File: config.mk
export PLATFORM = sky130hd
export DESIGN_NAME = na_current_flat
export DESIGN_NICKNAME = d
export VERILOG_FILES = /design/src/rtl/na_current_if.sv /design/src/rtl/na_current.sv /design/src/flat_wrapper.sv
export SDC_FILE = /design/constraint.sdc
export NUM_CORES = 2
export LEC_CHECK = 0
export ABC_AREA = 1
export CORE_ASPECT_RATIO = 0.7
export CORE_MARGIN = 2
export CORE_UTILIZATION = 25
export CTS_CLUSTER_DIAMETER = 40
export DETAILED_ROUTE_END_ITERATION = 7
export PLACE_DENSITY = 0.38
export SLEW_MARGIN = 20
export SYNTH_ARGS = -nofsm -noshare
export SYNTH_HDL_FRONTEND = slang
export SYNTH_SLANG_ARGS = --single-unit
File: constraint.sdc
create_clock -name clk -period 25.6 [get_ports clk]
set_clock_uncertainty 0.1 [all_clocks]
set_input_delay 5.12 -clock clk [delete_from_list [all_inputs] [get_ports clk]]
set_output_delay 5.12 -clock clk [all_outputs]
set_load 0.01 [all_outputs]
File: src/rtl/na_current_if.sv
// Start/done handshake and operand/result bus for the sodium-current stage.
interface na_current_if;
    logic               start;
    logic signed [15:0] m_in;
    logic signed [15:0] h_in;
    logic signed [15:0] v_in;
    logic               busy;
    logic               done;
    logic signed [15:0] i_na;

    modport master (output start, m_in, h_in, v_in, input busy, done, i_na);
    modport slave  (input start, m_in, h_in, v_in, output busy, done, i_na);
endinterface

File: src/rtl/na_current.sv
// Computes I_Na = G_NA*m^3*h*(V-E_NA) with one shared multiplier over five
// sequenced states; result saturated to 16 bits and held until the next run.
module na_current #(
    parameter int G_NA  = 120,
    parameter int E_NA  = 50,
    parameter int SCALE = 1000,
    parameter int W_ACC = 40
) (
    input  logic         clk,
    input  logic         reset_n,
    na_current_if.slave  bus
);
    typedef enum logic [2:0] {
        S_IDLE = 3'd0,
        S_M1   = 3'd1,
        S_M2   = 3'd2,
        S_MH   = 3'd3,
        S_MG   = 3'd4,
        S_MV   = 3'd5
    } state_t;

    localparam logic signed [15:0]      SCALE16 = 16'(SCALE);
    localparam logic signed [W_ACC-1:0] SCALE_W = W_ACC'(SCALE);
    localparam logic signed [W_ACC-1:0] GNA_W   = W_ACC'(G_NA);
    localparam logic signed [W_ACC-1:0] ENA_W   = W_ACC'(E_NA);
    localparam logic signed [W_ACC-1:0] SAT_HI  = W_ACC'(32767);
    localparam logic signed [W_ACC-1:0] SAT_LO  = -W_ACC'(32768);

    state_t state, state_nxt;

    logic signed [15:0]      m_r, h_r, v_r;
    logic signed [W_ACC-1:0] p_r;
    logic signed [W_ACC-1:0] op_a, op_b, prod, p_nxt;
    logic                    use_div;
    logic signed [15:0]      i_na_r;
    logic                    done_r;

    // Gating variables are probabilities: pin them into [0, SCALE].
    function automatic logic signed [15:0] clamp_gate(input logic signed [15:0] x);
        if (x < 16'sd0)   return '0;
        if (x > SCALE16)  return SCALE16;
        return x;
    endfunction

    function automatic logic signed [15:0] sat16(input logic signed [W_ACC-1:0] x);
        if (x > SAT_HI) return 16'sh7fff;
        if (x < SAT_LO) return 16'sh8000;
        return x[15:0];
    endfunction

    always_ff @(posedge clk or negedge reset_n) begin
        if (!reset_n) state <= S_IDLE;
        else          state <= state_nxt;
    end

    always_comb begin
        state_nxt = state;
        case (state)
            S_IDLE:  if (bus.start) state_nxt = S_M1;
            S_M1:    state_nxt = S_M2;
            S_M2:    state_nxt = S_MH;
            S_MH:    state_nxt = S_MG;
            S_MG:    state_nxt = S_MV;
            S_MV:    state_nxt = S_IDLE;
            default: state_nxt = S_IDLE;
        endcase
    end

    // Operand steering for the single shared multiplier.
    always_comb begin
        op_a    = p_r;
        op_b    = W_ACC'(m_r);
        use_div = 1'b1;
        case (state)
            S_M1: op_a = W_ACC'(m_r);
            S_M2: op_b = W_ACC'(m_r);
            S_MH: op_b = W_ACC'(h_r);
            S_MG: begin
                op_b    = GNA_W;
                use_div = 1'b0;
            end
            S_MV: op_b = W_ACC'(v_r) - ENA_W;
            default: ;
        endcase
        prod  = op_a * op_b;
        p_nxt = use_div ? (prod / SCALE_W) : prod;
    end

    always_ff @(posedge clk or negedge reset_n) begin
        if (!reset_n) begin
            m_r    <= '0;
            h_r    <= '0;
            v_r    <= '0;
            p_r    <= '0;
            i_na_r <= '0;
            done_r <= 1'b0;
        end else begin
            done_r <= 1'b0;
            case (state)
                S_IDLE: begin
                    if (bus.start) begin
                        m_r <= clamp_gate(bus.m_in);
                        h_r <= clamp_gate(bus.h_in);
                        v_r <= bus.v_in;
                    end
                end
                S_MV: begin
                    p_r    <= p_nxt;
                    i_na_r <= sat16(p_nxt);
                    done_r <= 1'b1;
                end
                default: p_r <= p_nxt;
            endcase
        end
    end

    assign bus.busy = (state != S_IDLE);
    assign bus.done = done_r;
    assign bus.i_na = i_na_r;
endmodule

File: src/flat_wrapper.sv
// flat-port wrapper written by rule: the top's interface ports become plain ports
module na_current_flat 
#(
    parameter int G_NA  = 120,
    parameter int E_NA  = 50,
    parameter int SCALE = 1000,
    parameter int W_ACC = 40
)
  (clk, reset_n, bus_start, bus_m_in, bus_h_in, bus_v_in, bus_busy, bus_done, bus_i_na);
  na_current_if bus_i ();
  input  logic clk;
  input  logic reset_n;
  input wire logic [$bits(bus_i.start)-1:0] bus_start;
  input wire logic [$bits(bus_i.m_in)-1:0] bus_m_in;
  input wire logic [$bits(bus_i.h_in)-1:0] bus_h_in;
  input wire logic [$bits(bus_i.v_in)-1:0] bus_v_in;
  output wire logic [$bits(bus_i.busy)-1:0] bus_busy;
  output wire logic [$bits(bus_i.done)-1:0] bus_done;
  output wire logic [$bits(bus_i.i_na)-1:0] bus_i_na;
  assign bus_i.start = bus_start;
  assign bus_i.m_in = bus_m_in;
  assign bus_i.h_in = bus_h_in;
  assign bus_i.v_in = bus_v_in;
  assign bus_busy = bus_i.busy;
  assign bus_done = bus_i.done;
  assign bus_i_na = bus_i.i_na;
  na_current #(.G_NA(G_NA), .E_NA(E_NA), .SCALE(SCALE), .W_ACC(W_ACC)) u_core (.clk(clk), .reset_n(reset_n), .bus(bus_i));
endmodule
-- Word level (Yosys, flattened, before mapping)
Index checks and enable logic that the tools add are counted.
Widths: inputs -> output; s select.
- bits in registers: 108
- bits of input ports: 51
- output and inout port bits: 18
- logic and storage cells: 62
- add/sub/neg operators: 1
- multiply operators: 1
- div/mod/pow operators: 1
- order comparisons: 6
- eq/ne operators: 6
- mux-type cells: 37
- reductions and logical operators: 3
- operator list (operator ; count):
    $mux 16 ; 12
    $pmux 40 s3 ; 1
    $mux 40 ; 2
    $div 40x11->40 const B ; 1
    $gt 40x16->1 const B ; 1
    $lt 40x16->1 const B ; 1
    $mul 40x40->40 ; 1
    $gt 16x11->1 const B ; 2
    $lt 16x1->1 const B ; 2
    $mux 1 ; 20
    $sub 16x7->17 const B ; 1
    $pmux 3 s5 ; 1
    $eq 3x2->1 const B ; 2
    $eq 3x3->1 const B ; 2
    $eq 3x1->1 const B ; 1
    $logic_not 3->1 ; 1
    $mux 3 ; 1
    $reduce_bool 3->1 ; 1
    $ne 2x2->1 const B ; 1
    $reduce_and 2->1 ; 1

-- Longest topological paths before layout
- depth after elaboration: 12
- gate-level depth with buffers: 243
- depth with buffers taken out: 239

-- Worst setup path before layout
OpenSTA, ideal clock, no wires.
- path kind: register -> register
- start point: reg u_core.state[2]
- end point: reg u_core.i_na_r[13] (netlist: u_core.bus.i_na[13])
- setup time: 0.121 ns
- arrival: 24.494 ns
- data required time: 25.379 ns
- slack: 0.885 ns
- cell stages (with the launch flop): 208
- buffers on the path: 9
- period minus slack after synthesis: 24.715 ns
- cells stage by stage: dfrtp_1 -> inv_4 -> nand3_4 -> buf_12 -> buf_12 -> clkbuf_8 -> clkbuf_1 -> o21ai_0 -> inv_1 -> nor2_1 -> inv_1 -> fa_1 -> inv_1 -> fa_1 -> fa_1 -> inv_1 -> fa_1 -> inv_1 -> [172 not listed] -> nand4_4 -> nor2_2 -> nand2_1 -> nand2_1 -> nand2_1 -> nand2_1 -> nand2_1 -> a21oi_1 -> nand3_1 -> nor2_1 -> nand4_1 -> nor2_1 -> nand3_1 -> nor2_1 -> nand3_2 -> a21oi_4 -> buf_12 -> a21oi_1
- word-level cells in the longest chain between the ends: 11
- elaborated cells on any way between the ends: 19
- those cells by class: 1 x mul; 1 x div; 2 x order compare; 4 x eq/ne; 11 x mux
- RTL lines (element ; line ; text):
    start, declared ; na_current.sv:29 ; state_t state, state_nxt;
    start signal, assigned ; na_current.sv:53 ; else state <= state_nxt;
    $eq 3x3->1 (tied with other cells) ; na_current.sv:74, na_current.sv:99 ;
    $pmux 40 s3 / $mux 40 (equally long branches) ; na_current.sv:74 ; case (state)
    $mul 40x40->40 ; na_current.sv:85 ; prod = op_a * op_b;
    $div 40x11->40 ; na_current.sv:86 ; p_nxt = use_div ? (prod / SCALE_W) : prod;
    $mux 40 ; na_current.sv:86 ;
    $lt 40x16->1 ; na_current.sv:47 ; if (x < SAT_LO) return 16'sh8000;
    $mux 1 (2 in series) ; na_current.sv:47 ;
    $mux 1 ; na_current.sv:99 ; case (state)
    $mux 16 ; na_current.sv:48 ; return x[15:0];
    $mux 16 ; na_current.sv:47 ;
    end signal, assigned ; na_current.sv:109 ; i_na_r <= sat16(p_nxt);
    end, declared ; na_current.sv:35 ; logic signed [15:0] i_na_r;
Parallel ways exist; a longest one is shown, timed or not. The select of a mux whose other input is x is not followed.
A chain may end at the register's enable or synchronous reset.

-- Worst setup path in the final report
Same ends and word-level chain as after synthesis.

==> metrics <==
outcome=complete, but fails checks; failing checks=negative setup slack; Post-DRT Antenna Nets=0; wl on met1=83360 um; Yosys warnings=0; post-synthesis compound-gate area fraction=0.06556; HP Class=reg2reg; later-pin clock latency in the skew report=380 ps; Mapped Nets=6115; top cells by count, synth=1075 x inv_1, 1016 x nand2_1, 628 x nor2_1, 586 x fa_1, 279 x nand3_1; max cap viols=0; Top Metal Used=met5; Synth top area share=0.3054; Nets=7426; unrepaired setup endpoints after global routing=true; clock-pin slew on the worst setup and hold paths=90 ps; I/O pins=69; GP Congestion=0.8980; Post-Synth XOR/XNOR Area=0.02957; first-pass GRT wire length=241300 um; Final min period=26110 ps; R2R Setup Slk=-510 ps; slowest cell on the critical path=fa_2; Slowest Stage Delay on Critical Path=660 ps; CP required=25780 ps; Num CTS Buffers=9; pin count of the biggest net entering global routing=58; met2 wire len=62940 um; Final Cell Area=57200 um^2; relative slew slack=0.4388; share of cells above drive strength 1=0.4314; first-pass iteration count of the detailed router=5; average size of a mapped cell=7.268 um^2; drt drc=0; Pins Over Slew Limit=0; final WL=161800 um; ys flop type=dfrtp_1; TritonCTS clock tree=done; final setup margin=-512.2 ps; CTS Buffer Depth=2; number of synthesized register bits=106; Hold Violations, Final=0; post-DR wirelength/cell=18.78 um; adder-cell area share of the yosys netlist=0.3679; Placed Area=49560 um^2; Critical Path Fanout Max=8; Overflow after GRT=0; critical path endpoint category=flip-flop; die height=332.0 um; top-count cell post-synth=inv_1; buffer type at the clock tree root=clkbuf_16; routed vias/inst=4.415; Top cell by count, worst path=nand2_4; vias in the first global route=38450; Setup Crit Path Kind=reg2reg; Initial Util=0.2516; # setup viols final=15; sequential share of the synthesized area=0.06905; CORE AREA=152700 um^2; Worst Tran Pin Value=838.2 ps; multiplexer share of the synthesized area=0.0002606; clock sinks=106; initial antenna violation count=2; number of port buffers=68; Die W=472.5 um; nature of the critical path startpoint=flip-flop; WP data arrival=26290 ps; Area growth syn-to-layout=48.90%; Die Area=156900 um^2; largest family of logic cells by synthesized area=adder cells; row count=120; Tot GR Track Use=0.2029; simple-gate share of the synthesized area=0.3280; Starting DRT DRC Count=2440; leading area contributor after synthesis=fa_1; H-Tree Depth=3; EDFF count, synth=0; Met3 Wirelength=13760 um; Syn Inst Count=5286; Post-synth ARST share=1.000; fin crit share=1.020; fmax=38.30 MHz; via count=38040; Synth cell types=75; top cells by area, synth=fa_1 31%, inv_1 11%, nand2_1 9.9%; post-DP HPWL=137800 um; Mapped Area=38420 um^2
[stage by stage]
stage | setup WS, ps | utilization | TNS [ps] | hold slack (ps) | std cells
2_1_floorplan | 885.0 | - | 0 | 336.1 | 5286
3_3_place_gp | -1649 | 0.3246 | -35650 | 348.6 | 8347
3_5_place_dp | -1839 | 0.3246 | -43850 | 352.7 | 8347
4_1_cts | -210.2 | 0.3513 | -2959 | 373.0 | 8498
5_1_grt | -2146 | 0.3746 | -65440 | 406.0 | 8614
6_report | -512.2 | 0.3746 | -7216 | 373.4 | 8616
[critical path, delay by kind of cell, from the launching register on]
family | cells | cell delay [ps]
AO/OA/AOI/OAI | 21 | 3460
buffers and inverters | 44 | 4550
flip-flops | 1 | 410
AND/OR/NAND/NOR | 126 | 12740
adder cells (fa/ha/maj) | 10 | 4620
[kinds of logic (layout without fill, tap and decap cells)]
| family | Yosys count | in the layout |
|---|---|---|
| buf+inv | 1322 | 2632 |
| mux | 1 | 1 |
| xor+xnor | 128 | 128 |
| simple gates | 2544 | 2549 |
| compound gates | 407 | 407 |
| fa+ha+maj | 778 | 778 |
| other cells | 0 | 2 |
| flops | 106 | 106 |
[registers in the layout, indices dropped and copies added (netlist names)]
name	count
u_core.bus.done	1
u_core.bus.i_na	16
u_core.h_r	15
u_core.m_r	15
u_core.p_r	40
u_core.state	3
u_core.v_r	16
[layout make-up]
| cell class | count | area [um^2] |
|---|---|---|
| antenna | 2 | 5.005 |
| clock buffer | 9 | 225.2 |
| clock inverter | 6 | 81.33 |
| fill | 16060 | 95490 |
| inverter | 1206 | 4718 |
| multi-input combinational | 3863 | 35120 |
| sequential | 106 | 2654 |
| tap | 2013 | 2519 |
| timing repair buffer | 1411 | 11880 |
[metal layers]
metal | up-vias | global-route usage
li1 | 18530 | -
met1 | 18520 | 0.3213
met2 | 932 | 0.2739
met3 | 51 | 0.05510
met4 | 2 | 0.02271
met5 | - | 0.005787
[cells in the final DEF (no fill, tap or decap), types with 50 or more instances in the layout]
| master | instances |
|---|---|
| nor2_4 | 104 |
| buf_4 | 1201 |
| nand4_1 | 54 |
| fa_1 | 524 |
| nor2_1 | 494 |
| inv_1 | 952 |
| nand3_4 | 72 |
| xor2_1 | 91 |
| buf_6 | 76 |
| o21ai_0 | 77 |
| dfrtp_1 | 105 |
| a21oi_2 | 50 |
| nand3_2 | 126 |
| nand2_2 | 275 |
| inv_2 | 185 |
| fa_2 | 62 |
| buf_12 | 57 |
| nor2_2 | 94 |
| nand2_4 | 176 |
| o21ai_2 | 74 |
| nand2_1 | 844 |
| nand3_1 | 172 |
| ha_1 | 159 |
| clkdlybuf4s50_1 | 67 |
[path summary, 6_finish.rpt]
kind,start,end,cells after the start
hold / removal,u_core.m_r[12]$_DFFE_PN0P_,u_core.m_r[12]$_DFFE_PN0P_,2
max in group asynchronous,reset_n,u_core.state[0]$_DFFE_PN0P_,2
setup reg to reg,u_core.state[2]$_DFFE_PN0P_,u_core.bus.i_na[13]$_DFFE_PN0P_,201
setup / recovery,u_core.state[2]$_DFFE_PN0P_,u_core.bus.i_na[13]$_DFFE_PN0P_,201
min in group asynchronous,reset_n,u_core.bus.i_na[5]$_DFFE_PN0P_,1
hold reg to reg,u_core.m_r[12]$_DFFE_PN0P_,u_core.m_r[12]$_DFFE_PN0P_,2
[timing repair]
action                     4_1_cts  5_1_grt
pin swaps                      312      457
cloned                           6        5
hold endpoints to repair         0        0
setup endpoints to repair       56       56
buffers inserted               130      120
hold buffers                     0        0
gates resized for setup        656      702
Power is not shown: default switching activity piles up to over one toggle a cycle in this logic, so the estimate is an artifact.
